--- src/rtl/knn_train_loader.sv ---
// Writer side of the KNN training memory: unpacks a framed byte stream
// (SYNC, N_lo, N_hi, 4*N data bytes, XOR checksum) into 32-bit RAM writes.
module knn_train_loader #(
  parameter int         ADDR_W  = 10,
  parameter int         DEPTH   = 1024,
  parameter logic [7:0] SYNC    = 8'hA5,
  parameter int         TIMEOUT = 50000
) (
  input  logic              clk,
  input  logic              rst,
  input  logic              clear,
  input  logic [7:0]        byte_data,
  input  logic              byte_valid,
  output logic              byte_ready,
  output logic              wr_en,
  output logic [ADDR_W-1:0] wr_addr,
  output logic [31:0]       wr_data,
  output logic              busy,
  output logic              load_done,
  output logic              load_err,
  output logic [1:0]        err_code,
  output logic [ADDR_W:0]   sample_count
);

  localparam int          IDX_W   = ADDR_W + 1;
  localparam int          TMO_W   = $clog2(TIMEOUT + 1);
  localparam logic [15:0] DEPTH_N = 16'(DEPTH);

  typedef enum logic [2:0] {S_IDLE, S_CNT_LO, S_CNT_HI, S_DATA, S_CHECK} state_t;
  typedef enum logic [1:0] {ERR_NONE, ERR_COUNT, ERR_CHK, ERR_TMO} err_t;

  state_t            state_q;
  logic [15:0]       n_q;
  logic [IDX_W-1:0]  idx_q;
  logic [1:0]        lane_q;
  logic [23:0]       word_q;
  logic [7:0]        chk_q;
  logic [TMO_W-1:0]  tmo_q;
  logic              wr_en_q;
  logic [ADDR_W-1:0] wr_addr_q;
  logic [31:0]       wr_data_q;
  logic              done_q;
  logic              err_q;
  err_t              code_q;
  logic [IDX_W-1:0]  count_q;

  logic        accept;
  logic [15:0] n_full;
  logic        last_word;
  logic        tmo_hit;

  // Holding off the byte stream during clear keeps the host from losing a byte.
  assign byte_ready = ~clear;
  assign accept     = byte_valid & ~clear;
  assign n_full     = {byte_data, n_q[7:0]};
  assign last_word  = (16'(idx_q) + 16'd1) == n_q;
  assign tmo_hit    = (tmo_q == TMO_W'(TIMEOUT - 1)) && !accept;

  // NOTE: every register here is state updated on the clock edge, so all
  // assignments are non-blocking; blocking ones would create ordering races.
  always_ff @(posedge clk or posedge rst) begin
    if (rst) begin
      state_q   <= S_IDLE;
      n_q       <= '0;
      idx_q     <= '0;
      lane_q    <= '0;
      word_q    <= '0;
      chk_q     <= '0;
      tmo_q     <= '0;
      wr_en_q   <= 1'b0;
      wr_addr_q <= '0;
      wr_data_q <= '0;
      done_q    <= 1'b0;
      err_q     <= 1'b0;
      code_q    <= ERR_NONE;
      count_q   <= '0;
    end else begin
      wr_en_q <= 1'b0;
      if (clear) begin
        state_q <= S_IDLE;
        n_q     <= '0;
        idx_q   <= '0;
        lane_q  <= '0;
        word_q  <= '0;
        chk_q   <= '0;
        tmo_q   <= '0;
        done_q  <= 1'b0;
        err_q   <= 1'b0;
        code_q  <= ERR_NONE;
      end else if (state_q != S_IDLE && tmo_hit) begin
        state_q <= S_IDLE;
        tmo_q   <= '0;
        err_q   <= 1'b1;
        code_q  <= ERR_TMO;
      end else begin
        if (state_q == S_IDLE || accept) tmo_q <= '0;
        else                             tmo_q <= tmo_q + TMO_W'(1);

        if (accept) begin
          unique case (state_q)
            S_IDLE: begin
              if (byte_data == SYNC) begin
                done_q  <= 1'b0;
                err_q   <= 1'b0;
                code_q  <= ERR_NONE;
                state_q <= S_CNT_LO;
              end
            end
            S_CNT_LO: begin
              n_q[7:0] <= byte_data;
              state_q  <= S_CNT_HI;
            end
            S_CNT_HI: begin
              n_q <= n_full;
              if (n_full == 16'd0 || n_full > DEPTH_N) begin
                err_q   <= 1'b1;
                code_q  <= ERR_COUNT;
                state_q <= S_IDLE;
              end else begin
                idx_q   <= '0;
                lane_q  <= '0;
                chk_q   <= '0;
                state_q <= S_DATA;
              end
            end
            S_DATA: begin
              chk_q  <= chk_q ^ byte_data;
              lane_q <= lane_q + 2'd1;
              // Lower lanes shift in from the top so lane 0 ends up in bits [7:0].
              word_q <= {byte_data, word_q[23:8]};
              if (lane_q == 2'd3) begin
                wr_en_q   <= 1'b1;
                wr_addr_q <= idx_q[ADDR_W-1:0];
                wr_data_q <= {byte_data, word_q};
                idx_q     <= idx_q + IDX_W'(1);
                if (last_word) state_q <= S_CHECK;
              end
            end
            S_CHECK: begin
              if (byte_data == chk_q) begin
                done_q  <= 1'b1;
                count_q <= n_q[IDX_W-1:0];
              end else begin
                err_q  <= 1'b1;
                code_q <= ERR_CHK;
              end
              state_q <= S_IDLE;
            end
            default: state_q <= S_IDLE;
          endcase
        end
      end
    end
  end

  assign wr_en        = wr_en_q;
  assign wr_addr      = wr_addr_q;
  assign wr_data      = wr_data_q;
  assign busy         = (state_q != S_IDLE);
  assign load_done    = done_q;
  assign load_err     = err_q;
  assign err_code     = code_q;
  assign sample_count = count_q;

endmodule

--- config.mk ---
export PLATFORM = sky130hd
export DESIGN_NAME = knn_train_loader
export DESIGN_NICKNAME = d
export VERILOG_FILES = /design/src/rtl/knn_train_loader.sv
export SDC_FILE = /design/constraint.sdc
export NUM_CORES = 1
export LEC_CHECK = 0
export CELL_PAD_IN_SITES_DETAIL_PLACEMENT = 0
export CELL_PAD_IN_SITES_GLOBAL_PLACEMENT = 2
export CORE_MARGIN = 2
export CORE_UTILIZATION = 40
export DETAILED_ROUTE_END_ITERATION = 12
export PLACE_DENSITY_LB_ADDON = 0.1
export SLEW_MARGIN = 25
export SYNTH_ARGS = -nofsm -noshare
export SYNTH_HDL_FRONTEND = slang
export SYNTH_SLANG_ARGS = --single-unit
--- constraint.sdc ---
create_clock -name clk -period 10.41 [get_ports clk]
set_clock_uncertainty 0.2 [all_clocks]
set_input_delay 3.123 -clock clk [delete_from_list [all_inputs] [get_ports clk]]
set_output_delay 3.123 -clock clk [all_outputs]
set_load 0.05 [all_outputs]
[Yosys cells after proc, flatten, opt, wreduce, memory -nomap -nowiden]
Index checks and enable logic that the tools add are counted.
Cells by class
  $lt $le $gt $ge: 1
  bitwise operators: 4
  add/sub/neg operators: 4
  reduce and logical (&&, ||, !) cells: 26
  muxes and demuxes: 60
  equality and inequality tests: 19
Operators with widths (count)
  $mux 16: 6
  $mux 24: 4
  $mux 11: 5
  $mux 8: 6
  $reduce_and 5->1: 5
  $mux 2: 11
  $pmux 11 s2: 1
  $mux 3: 6
  $add 16x1->16 const B: 1
  $eq 12x16->1: 1
  $eq 16x16->1 const B: 1
  $gt 16x11->1 const B: 1
  $logic_not 16->1: 1
  $ne 4x4->1 const B: 4
  $pmux 8 s2: 1
  $mux 1: 15
  $add 11x1->12 const B: 1
  $pmux 3 s4: 1
  $reduce_bool 3->1: 4
  $add 11x1->11 const B: 1
  $ne 3x3->1 const B: 3
  $reduce_and 3->1: 3
  $eq 8x8->1: 1
  $eq 8x8->1 const B: 1
  other kinds (22): 30
Storage, ports and cells
  input bits: 12
  logic and storage cells: 129
  output and inout bits: 60
  register bits: 138

[Depth between registers and ports, before layout]
  word-level depth: 8
  gate-level depth with buffers: 9
  gate-level depth less buffers: 8

[Least setup slack after synthesis]
No wires, ideal clock.
  path kind: input-to-output
  start point: in clear
  end point: out byte_ready
  path buffers: 2
  required time: 7.087 ns
  cell stages on the path: 3
  arrival time: 4.114 ns
  slack: 2.973 ns
  cells stage by stage: inv_1 > clkbuf_1 > buf_1
Between the ends
  cells in the longest elaborated chain, start to end: 1
Ends and longest elaborated chain
  start: declaration: line 11  | input logic clear,
  $not 1->1 (no line)
  end: declaration: line 14  | output logic byte_ready,
No other way between the ends.

[Worst setup path in the final report]
Same ends and word-level chain as after synthesis.

==> run_results.csv <==
group,metric,value,unit
timing,hold_violations,0,
yosys,synthArstFlopShare,100.0,%
place,dp_hpwl,9930,um
yosys,syn_nets,581,
pwr,clkPwrFrac,44.8,%
yosys,synth-compound-area-share,10.80,%
timing,setup_viol,0,
cts,post_cts_resized,0,
place,port_buffers,71,
pwr,seq_power_share,43.1,%
yosys,ys_seq_area_share,54.78,%
cells_and_area,layout_common_cells,"138 x dfrtp_1, 71 x clkdlybuf4s50_1, 63 x nand2_1",
cts,post_cts_buffers,0,
global_routing,grt_pass1_vias,4476,
floorplanning,core_area,15310,sq um
yosys,synthesis.area,6304,sq um
pwr,ir_drop,120.5,uV
setup_path,critPathLaunchType,"input port",
timing,fin_setup_tns,0,ns
global_routing,grt_pass1_wl,23890,um
cells_and_area,diodes,0,
setup_path,critical_path_class,"input port to primary output",
place,gp_congestion,0.8455,
yosys,synth_top_area_share,54.78,%
routing,drt-initial-drc-count,282,
yosys,ys_types,60,
yosys,synth-simple-area-share,14.53,%
cells_and_area,seq_area,3453,sq um
setup_path,cp_max_fo,21,
pwr,p_int,0.9533,mW
cells_and_area,layout.nets,643,
cts,cts.clk_slew.worst_paths,0.06,ns
setup_path,crit_path_end_kind,"primary output",
cts,cts_hold_buffers,0,
timing,period_needed,8.763,ns
setup_path,critPathSlowestCell,"clkdlybuf4s50_1",
pwr,switching_share,28.95,%
timing,post-route-period-util,84.18,%
timing,setup_slack,1.647,ns
run,maxCapViolations,0,
place,place_ws,1.652,ns
yosys,synthesis.area_per_instance,11.14,sq um
yosys,synth-edff-count,0,
routing,final_antenna_net_count,0,
routing,drt-pass1-iter-count,4,
setup_path,worstPathCellList,"clkdlybuf4s50_1 > inv_1 > clkdlybuf4s50_1",
cts,cts_sinks,138,
cells_and_area,syn2layout_area_growth,22.81,%
cells_and_area,multiInputGateArea,2639,sq um
yosys,syn_inst,566,
worst_hold_path,hold_path.class,"register to register",
cts,cts_tree,"built",
floorplanning,initial_utilization,41.16,%
timing,worst_slew_pin_slew,0.8451,ns
timing,max_freq,114.1,MHz
cells_and_area,final_common_cell,"dfrtp_1",
floorplanning,dieArea,16780,sq um
yosys,synth.area.mux_share,10.70,%
pwr,comb_power_share,12.0,%
cells_and_area,drive_gt1_share,16.69,%
yosys,yosysTopAreaCell,"dfrtp_1",
routing,drt-total-wl,14770,um
setup_path,cpMostUsedCell,"clkdlybuf4s50_1",
cts,cts-buffers-inserted,17,
timing,rsz0062_at_grt,"false",
cts,htree_levels,4,
status,outcome,"finished, final reports clean",
cts,cts_buffer_depth,2,
yosys,synthAdderAreaFrac,0.5955,%
yosys,yosys_warnings,0,
floorplanning,ioPinCount,72,
setup_path,max_stage_delay,0.94,ns
setup_path,cp.arrival,5.44,ns
cells_and_area,fillers,1443,
pwr,p_leak,3.552,nW
floorplanning,fp.dieH,129.5,um
cts,cts_root_buf,"clkbuf_16",
cts,clk_latency,0.43,ns
global_routing,grt_usage,18.87,%
yosys,synth_top_family_by_area,"simple AND/OR/NAND/NOR gates",
yosys,yosys_register_bits,138,
yosys,synth_xor_area_share,5.141,%
timing,slew_headroom,43.66,%
global_routing,overflow,0,
floorplanning,row_count,45,
setup_path,crit_required,7.09,ns
routing,via_per_inst,5.224,
global_routing,grt_max_degree,71,
yosys,yosys-top-cells-area,"dfrtp_1 55%, mux2_2 9.8%, nand2_1 3.8%, a22o_1 3.2%, nor2_1 2.7%",
routing,route.detailed.drc,0,
pwr,p_sw,0.3885,mW
global_routing,antenna_found_initial,0,
yosys,ys.flop_type,"dfrtp_1",
routing,vias,4451,
timing,drv_slew,0,
pwr,power_density,173.3,nW/um^2
routing,wl_per_cell,17.33,um
floorplanning,die_w,129.5,um
-- final cells by class --
cell class,instances,share of cell area (%)
Sequential cell,138,44.61
Multi-Input combinational cell,384,34.09
Timing Repair Buffer,75,9.568
Clock buffer,18,5.673
Tap cell,211,3.410
Clock inverter,14,2.004
Inverter,12,0.6465
-- cells in the mapped netlist (all sizes together) (4+ instances only) --
master and instances:
nand2 64, nand3 18, o21ai 33, nor2 47, clkbuf 11, nor3 6
a21oi 18, xor2 19, nor2b 6, dfrtp 138, inv 12, buf 21
nand4 6, and3 5, a21o 8, or3 6, xnor2 18, mux2i 4
a22o 23, nor4 9, mux2 56
-- cell families after synthesis --
family | Yosys count
buffers and inverters | 44
and+or+nand+nor | 184
adders and majority gates | 3
muxes | 60
AOI/OAI and AO/OA | 100
DFF | 138
xor gates and xnor gates | 37
-- critical path, delay by kind of cell --
kind | cells | cell delay, ns
buffers and inverters | 3 | 2.31
-- state kept, by name (all words and copies together), names as in the netlist, 3 cells and up --
register,count
chk_q,8
wr_addr,10
wr_data,32
state_q,3
n_q,16
idx_q,11
tmo_q,16
word_q,24
sample_count,11
-- power by group through the flow --
stage | Clock [mW] | Combinational, mW | Sequential (mW)
after floorplan | 0 | 0.111 | 0.589
after global placement | 0 | 0.161 | 0.588
after detailed placement | 0 | 0.162 | 0.588
after CTS | 0.616 | 0.162 | 0.578
after global routing | 0.640 | 0.178 | 0.581
final | 0.602 | 0.162 | 0.579
-- per-stage QoR --
step	utilization (%)	area (sq um)	hold slack [ns]	cells	total power, mW
floorplan	-	6304	0.2329	566	0.6999
global placement	46.63	7141	0.2490	820	0.7482
detailed placement	46.63	7141	0.2720	820	0.7494
CTS	50.51	7735	0.2809	852	1.356
global route	50.55	7741	0.2983	852	1.399
finish	50.55	7741	0.2782	852	1.342
-- final timing paths --
path / start / to / slack [ns] / cells after the start
worst max-delay path: clear / byte_ready / 1.65 / 3
worst min-delay path: tmo_q[0]$_DFF_PP0_ / tmo_q[0]$_DFF_PP0_ / 0.28 / 1
worst max register to register: state_q[1]$_DFFE_PP0P_ / wr_data[27]$_DFFE_PP0P_ / 6.97 / 7
worst min register to register: tmo_q[0]$_DFF_PP0_ / tmo_q[0]$_DFF_PP0_ / 0.28 / 1
max in group asynchronous: rst / wr_addr[7]$_DFFE_PP0P_ / 5.74 / 3
min in group asynchronous: rst / tmo_q[2]$_DFF_PP0_ / 2.97 / 2
-- per-layer routing --
| metal | track usage, % | wire [um] | up-vias |
|---|---|---|---|
| li1 | - | - | 2111 |
| met1 | 25.19 | 6554 | 2218 |
| met2 | 29.57 | 7205 | 102 |
| met3 | 4.831 | 660 | 20 |
| met4 | 7.590 | 346 | 0 |
| met5 | 0 | 0 | - |
No activity file was read; power rests on OpenSTA's default activity.
